### src/rtl/fetch_queue.sv
// fetch_queue: circular buffer of (PC, instruction) pairs between the fetch and
// decode stages. It uses valid/ready handshakes on both sides and a synchronous
// flush for control-flow redirects. Reset is asynchronous and clears all state,
// including storage, so the head outputs read 0 after reset.
module fetch_queue #(
  parameter int D_WIDTH = 32,
  parameter int DEPTH   = 4
) (
  input  logic                         CLK,
  input  logic                         rst_n,
  input  logic [D_WIDTH-1:0]           PCIn,
  input  logic [D_WIDTH-1:0]           InstrIn,
  input  logic                         InValid,
  output logic                         InReady,
  input  logic                         Flush,
  output logic                         OutValid,
  input  logic                         OutReady,
  output logic [D_WIDTH-1:0]           PCOut,
  output logic [D_WIDTH-1:0]           InstrOut,
  output logic [$clog2(DEPTH+1)-1:0]   Count
);

  localparam int PW = $clog2(DEPTH);
  localparam int CW = $clog2(DEPTH+1);

  logic [PW-1:0]      rd_ptr;
  logic [PW-1:0]      wr_ptr;
  logic [CW-1:0]      count_reg;
  logic [D_WIDTH-1:0] pc_mem    [DEPTH];
  logic [D_WIDTH-1:0] instr_mem [DEPTH];
  logic               push;
  logic               pop;

  // Handshake flags come from registered occupancy only, so ready never
  // depends combinationally on the opposite side of the queue.
  assign InReady  = (count_reg != CW'(DEPTH));
  assign OutValid = (count_reg != '0);
  assign push     = InValid && InReady;
  assign pop      = OutValid && OutReady;
  assign Count    = count_reg;
  assign PCOut    = pc_mem[rd_ptr];
  assign InstrOut = instr_mem[rd_ptr];

  // One storage slot per entry. A flushed push is not stored. Flush leaves
  // the old contents in place; only reset clears them.
  for (genvar gi = 0; gi < DEPTH; gi++) begin : g_entry
    // Capture the incoming pair when this slot is the write target.
    always_ff @(posedge CLK or negedge rst_n) begin
      if (!rst_n) begin
        pc_mem[gi]    <= '0;
        instr_mem[gi] <= '0;
      end else if (push && !Flush && (wr_ptr == PW'(gi))) begin
        pc_mem[gi]    <= PCIn;
        instr_mem[gi] <= InstrIn;
      end
    end
  end

  // Pointers and occupancy. Flush has priority and discards any handshake
  // in the same cycle.
  always_ff @(posedge CLK or negedge rst_n) begin
    if (!rst_n) begin
      rd_ptr    <= '0;
      wr_ptr    <= '0;
      count_reg <= '0;
    end else if (Flush) begin
      rd_ptr    <= '0;
      wr_ptr    <= '0;
      count_reg <= '0;
    end else begin
      if (push) wr_ptr <= wr_ptr + PW'(1);
      if (pop)  rd_ptr <= rd_ptr + PW'(1);
      case ({push, pop})
        2'b10:   count_reg <= count_reg + CW'(1);
        2'b01:   count_reg <= count_reg - CW'(1);
        default: count_reg <= count_reg;
      endcase
    end
  end

endmodule
### config.mk
export PLATFORM = sky130hd
export DESIGN_NAME = fetch_queue
export DESIGN_NICKNAME = d
export VERILOG_FILES = /design/src/rtl/fetch_queue.sv
export SDC_FILE = /design/constraint.sdc
export NUM_CORES = 1
export LEC_CHECK = 0
export CORE_MARGIN = 3
export CORE_UTILIZATION = 46
export CTS_BUF_LIST = sky130_fd_sc_hd__clkbuf_2 sky130_fd_sc_hd__clkbuf_4 sky130_fd_sc_hd__clkbuf_8
export DETAILED_ROUTE_END_ITERATION = 10
export PLACE_DENSITY = 0.78
export SYNTH_ARGS = -nofsm -noshare
export SYNTH_HDL_FRONTEND = slang
export SYNTH_SLANG_ARGS = --single-unit
### constraint.sdc
create_clock -name CLK -period 2.1 [get_ports CLK]
set_clock_uncertainty 0.05 [all_clocks]
set_input_delay 0.42 -clock CLK [delete_from_list [all_inputs] [get_ports CLK]]
set_output_delay 0.42 -clock CLK [all_outputs]
set_load 0.05 [all_outputs]
==> results of run 1 <==
metrics by stage:
stage / setup TNS (ns) / setup WS, ns / cells
2_1_floorplan: -19.58 / -0.108 / 680
3_3_place_gp: -4.86 / -0.0687 / 1153
6_report: -24.47 / -0.433 / 1250
4_1_cts: -28.09 / -0.502 / 1242
5_1_grt: -29.55 / -0.507 / 1250
3_5_place_dp: -5.89 / -0.0823 / 1153
logic make-up (layout without fill, tap and decap cells):
logic type               after synthesis  after routing  synth area share
multiplexers                         320            320             0.400
flip-flops                           263            263             0.527
buffers and inverters                 46            280            0.0426
AND/OR/NAND/NOR                       31             31            0.0167
AO/OA/AOI/OAI                         11             11           0.00561
adder cells (fa/ha/maj)                5              5           0.00561
XOR/XNOR                               4              4           0.00280
other                                  0              1                 0
worst paths after layout:
kind	slack, ns	to
setup / recovery	-0.43	InstrOut[30]
hold / removal	0.39	pc_mem[92]
setup reg to reg	-0.03	Count[1]
hold reg to reg	0.45	pc_mem[93]
max in group asynchronous	0.93	instr_mem[70]
min in group CLK	0.45	pc_mem[93]
registers in the layout, summed over array words and instances (netlist names):
name,count
Count,3
instr_mem,128
pc_mem,128
rd_ptr,2
wr_ptr,2
synthesized netlist by cell type:
cell	number
or3b_1	1
buf_6	8
xor2_1	2
a21o_1	1
nand2_8	3
or3_1	2
and4b_1	1
ha_1	4
a21oi_1	4
mux4_2	64
mux2_2	76
nand2_1	6
nand3_1	4
nor2_1	7
clkbuf_1	8
o221ai_1	1
buf_1	4
nand4b_1	1
xnor2_1	2
mux2_4	180
dfrtp_1	263
inv_1	2
fa_1	1
and2b_1	1
or2b_1	1
o21ai_0	2
buf_12	18
or2_2	1
a211oi_1	1
buf_2	6
a31oi_1	1
o311a_1	1
and3b_1	1
nor3_1	2
repair_timing:
action                     in CTS  in global routing
hold endpoints to repair       60                  0
pin swaps                       0                  8
hold buffers                    1                  0
cloned                          2                  0
setup endpoints to repair      66                 68
buffers inserted                4                  7
resized for setup              70                  8
worst reg2reg max path: stages, from the launching register on:
cell and delay, ns:
dfrtp_2 0.41, buf_6 0.12, or3_4 0.36, nand2_4 0.11
a21oi_4 0.04, fa_2 0.54, o311a_1 0.18, a21oi_2 0.07
nor3_1 0.16
power by group through the flow:
stage / combinational [mW] / clock (mW) / sequential [mW]
final: 8.29 / 5.31 / 7.98
after global routing: 8.72 / 5.73 / 8.22
after CTS: 8.30 / 5.47 / 7.96
after detailed placement: 7.73 / 0 / 8.00
after global placement: 7.61 / 0 / 7.92
after floorplan: 6.03 / 0 / 7.67
final cells by class:
class / count / area, um^2 / share of cell area
flip-flops and latches: 263 / 6590 / 0.418
multi-input cells: 371 / 5420 / 0.344
repair buffers: 195 / 2280 / 0.144
clock buffers: 71 / 865 / 0.0548
well taps: 335 / 419 / 0.0266
clock inverters: 12 / 196 / 0.0124
inverters: 2 / 7.51 / 0.000476
diodes: 1 / 2.50 / 0.000159
routing by layer:
| metal | up-vias | global-route usage |
|---|---|---|
| li1 | 2940 | - |
| met1 | 3581 | 0.250 |
| met2 | 172 | 0.300 |
| met3 | 50 | 0.0446 |
| met4 | 0 | 0.0623 |
| met5 | - | 0 |
==> metrics.md, run 1 <==
| Metric | Value |
|---|---|
| Clock network power share | 0.246 |
| Ordered list of cells on the worst path | buf_12 -> mux4_2 -> buf_6 |
| Cell type group with the largest total delay on the critical path | multiplexers |
| Vias in the first global route | between 7000 and 8000 |
| Worst hold path class | primary input to async pin |
| Synthesized area | between 0.01 and 0.015 mm^2 |
| IO buf count | 137 |
| First-pass iteration count of the detailed router | 4 |
| Worst path bufs/invs | 2 |
| Top library cells by usage in the layout, fill and taps aside | 258 x dfrtp_1, 180 x mux2_4, 76 x mux2_2 |
| Clock Root Buffer | clkbuf_8 |
| CTS clock-pin slew for the worst setup and hold paths | roughly 0.06 ns |
| Pins over their slew limit | 0 |
| Actual transition at the worst max-transition pin | 0.571 ns |
| TritonCTS sink count | 263 |
| Total clock buffers created by CTS | 45 |
| Number of endpoints failing setup at the final stage | 66 |
| First-pass GRT wire length | 42.8 mm |
| Final period utilization | 1.21 |
| Syn Nets | roughly 750 |
| Cell Pwr Density | about 1400 mW/mm^2 |
| Crit path max fanout | 17 |
| Yosys reg bits | 263 |
| GR Overflow Total | 0 |
| Final worst-path setup slack | -0.433 ns |
| Number of top-level design ports | roughly 140 |
| Depth of the worst register-to-register path | 8 |
| Final nets | roughly 950 |
| Clock tree from TritonCTS | done |
| Final Hold Vio Count | 0 |
| Ranking of synthesized cells by area | dfrtp_1 53%, mux2_4 22%, mux4_2 12% |
| Htree depth | 2 |
| Mean instance size in the synthesized netlist | between 15 and 20 um^2 |
| Worst hold slack | 0.387 ns |
| DR top layer | met4 |
| PnR Total Power | approximately 22 mW |
| P_int | roughly 15 mW |
| Wire length on met1 | roughly 11 mm |
| Startpoint of the worst register-to-register path | Count[1] |
| RSZ-0062 raised after global routing | true |
| Cell type contributing the most total cell area after synthesis | dfrtp_1 |
| Share of the yosys chip area belonging to registers | 0.527 |
| Proportion of layout cells with a drive suffix above 1 | 0.597 |
| Startpoint of the worst setup timing path | rd_ptr[0] |
| Number of antenna violations at the first check in global routing | 1 |
| Maxcap violations | 0 |
| Arrival time of the worst setup path | between 2 and 2.5 ns |
| Clock period minus worst slack | roughly 2.5 ns |
| Largest net degree at the start of global routing | 69 |
| Leading cell type in the layout, fill and taps excluded | dfrtp_1 |
| Detailed placer's ending HPWL | about 17 mm |
| Final weighted congestion in routability-driven placement | just under 0.8 |
| Number of nets with antenna violations after routing | 0 |
| Largest incremental delay on the critical path | 0.58 ns |
| Sort of element at the start of the critical path | flip-flop |
| Reg power frac | 0.370 |
| Met2 wire len | approximately 13 mm |
| Fin util | 0.599 |
| Die height | between 150 and 200 um |
| Outcome | finished, violations left |
| Endpoint required time on the critical path | between 1.5 and 2 ns |
| Psw | just under 7 mW |
| Insertion delay to the later sink of the worst-skew pair | between 0.5 and 0.6 ns |
| Starting density of the core | 0.474 |
| Routed Wire Length | 26.5 mm |
| Starting DRC count in detailed routing | around 360 |
| Distinct cell type count of the synthesized netlist | 34 |
| Critical path's slowest cell | mux4_2 |
| Yosys top cell area share | 0.527 |
| Standard cell area after detailed placement | 0.0143 mm^2 |
| Via density | 5.39 |
| Maximum clock frequency | approximately 400 MHz |
| Relative contribution of combinational cells to total power | 0.384 |
| Average wire per cell in the routed design | between 20 and 25 um |
| Critical path class | flip-flop to output pin |
| Buffer levels on the longest clock path | 3 |
| Area of the die | just under 0.03 mm^2 |
| Logic depth of the worst path, buffers included | 3 |
| DRC violations left | 0 |
| Count of fill cells added during filler insertion | just under 2000 |
| Leakage power total | between 7 and 8 nW |
| Yosys warning count | 0 |
| Placement row count | 59 |
| Total global routing track utilization | 0.186 |
| Met3 Wirelength | 1.45 mm |
| Area of all placed cells without fillers | 0.0158 mm^2 |
| Slew headroom | 0.619 |
| CP endpoint kind | output pin |
| DR vias | 6743 |
| Post-synthesis to final-layout area growth | 26.3% |
| Cell count after synthesis | a little under 700 |
| Core outline area | about 0.026 mm^2 |
| Violated checks | negative setup slack |
| Switching share of total power | 0.320 |
| Highest ir drop seen on vdd | between 0.0009 and 0.001 V |
| Die X | about 170 um |
(Power assumes the default switching activity.)
==> run 2, diff against run 1 <==
- ABC_CLOCK_PERIOD_IN_PS: unset -> 2100
==> results of run 2 <==
No change in the layout: final DEF, timing and power equal those of run 1.
==> RTL edit: new RTL, flow settings as in run 2 <==
Register the output `Count` once more, with the module's reset; this adds one clock of latency there. The other outputs are not delayed to match.
--- a/src/rtl/fetch_queue.sv
+++ b/src/rtl/fetch_queue.sv
@@ -37,7 +37,13 @@
   assign OutValid = (count_reg != '0);
   assign push     = InValid && InReady;
   assign pop      = OutValid && OutReady;
-  assign Count    = count_reg;
+  always_ff @(posedge CLK or negedge rst_n) begin
+    if (!rst_n) begin
+      Count <= '0;
+    end else begin
+      Count <= count_reg;
+    end
+  end
   assign PCOut    = pc_mem[rd_ptr];
   assign InstrOut = instr_mem[rd_ptr];
 
Check against the original RTL: not equivalent (a bounded check fails within 4 cycles, from zero or initial values and one cycle with rst_n low).
==> RTL edit against run 2 <==
The run still ends with negative setup slack left; final area decreased by 0.82%; fmax up 0.88%; routed wire length decreased by 0.85%; sequential cell count increased by 3; worst setup slack improved by 22 ps; synthesized area shrank 5.2%; register-to-register slack better by 30 ps; total power is 3.2% higher; critical path type unchanged; largest cell class unchanged.
==> RTL edit: results (changes against run 2) <==
post-synthesis compound-gate area fraction 1.03% (+0.47 points); Final GP Congestion 0.767 (-0.32%); comb pwr 9.67 mW (+17%); CP max FO 8 (-9); VDD IR max 0.908 mV (+0.78%); XOR/XNOR Fraction of Synth Area 0.222% (-0.059 points); uppermost layer routed met5; Final HPWL DP 16600 um (about the same); WP data arrival 2040 ps (-20 ps); violated checks negative setup slack; Setup WS post-layout -411 ps (+22.2 ps); wire per inst 21.0 um (-1.0%); sw power 7.57 mW (+9.5%); run status finished with violations; CTS H-tree lvls 2 (unchanged); CTS Buffer Depth 3 (unchanged); slew margin rel. 67.6% (+5.6 points); largest net degree at the start of global routing 68 (-1.4%); Yosys cell types 37 (+8.8%); post-synthesis mux area share 38.4% (-1.6 points); Post-layout nets 969 (+1.8%); first-pass GRT wire length 42700 um (-0.23%); gr usage total 19.0% (+0.39 points); clk pwr 4.60 mW (-13%); predominant post-synthesis flop cell dfrtp_1; Reg clk slew, reported paths 60 ps (about the same); # Post-CTS Setup Buffers 11 (+7); met1 wire length 11300 um (-0.16%); critical path launch point rd_ptr[0]; worst skew pair latency 530 ps (-20 ps); Initial DRC Count 321 (-9.8%); DR DRC count 0 (unchanged); initial antenna violation count 1 (unchanged); Post-synth top cells dfrtp_1, mux2_2, mux4_2, mux2_4, buf_2; FF-to-FF Start count_reg[1]; reg2reg setup slack 0 ps (+30 ps); final setup fails 67 (+1.5%); GR Util met1 26.2% (+1.2 points); TritonCTS Buffers 45 (unchanged); vias in the first global route 7600 (+1.3%); GRT met3 Usage 4.49% (+0.027 points); post_cts resized 47 (-33%); Synth async-reset ratio 100% (unchanged); share of cells above drive strength 1 57.9% (-1.8 points); PortBufs 137 (unchanged); fill count 1871 (-3.0%); Met2 Wirelength 12800 um (-1.8%); hold_ws 315 ps (-71.6 ps); Pleak 6.87 nW (-7.7%); Syn Nets 758 (+0.53%); ant diodes 0 (-1); met3 wire length 1560 um (+7.8%); top cells by area, synth dfrtp_1, mux2_2, mux4_2; met2 global-route usage 30.4% (+0.47 points); Adder-Cell Fraction of Synth Area 0.591% (+0.031 points); CTS Hold Bufs 1 (unchanged); synth warn 0 (unchanged); DR vias/cell 5.44 (+0.79%); post-synthesis sequential area ratio 56.2% (+3.5 points)
==> RTL edit: cell count changes after synthesis, moves of 3 or more <==
cell	before	now
a21oi_1	4	7
buf_12	18	0
buf_2	6	24
dfrtp_1	263	266
mux2_1	0	16
mux2_2	76	180
mux2_4	180	60
nand2_1	6	1
nand2_8	3	0
nand2b_1	0	3
nand3_2	0	3
nor2_1	7	3
==> RTL edit: critical path, stage by stage, from the launching register on <==
cell     delay (ps)
dfrtp_4         450
buf_12          160
buf_16          150
mux4_2          560
buf_12          180
==> RTL edit: per-stage QoR <==
stage	cells	total power, mW	cell area [um2]	TNS [ps]	setup slack (ps)
after floorplan	684	13.9	11900	0	15.8
after global placement	1159	16.9	14300	-11110	-187
after detailed placement	1159	17.1	14300	-15510	-231
after CTS	1246	22.3	15500	-26760	-471
after global routing	1252	23.4	15700	-28730	-471
final	1252	22.3	15700	-23810	-411
==> RTL edit: cell type report <==
cell class	count	area, um2	share of cell area, %
timing repair buffer	209	2690	17.2
clock buffer	70	863	5.52
inverter	5	23.8	0.152
multi-input combinational	368	4970	31.8
tap	330	413	2.64
clock inverter	4	30.0	0.192
sequential	266	6670	42.6
==> RTL edit: logic make-up after synthesis <==
logic type | Yosys count
muxes | 320
xor gates and xnor gates | 3
adders and majority gates | 5
and+or+nand+nor | 21
DFF | 266
AOI/OAI and AO/OA | 19
buffers and inverters | 50
==> RTL edit: worst paths after layout <==
check / endpoint / depth (start not counted)
max: InstrOut[6] / 4
min: pc_mem[67] / 2
max reg2reg: pc_mem[28] / 8
min reg2reg: instr_mem[97] / 1
max in group asynchronous: pc_mem[124] / 3
min in group CLK: instr_mem[97] / 1
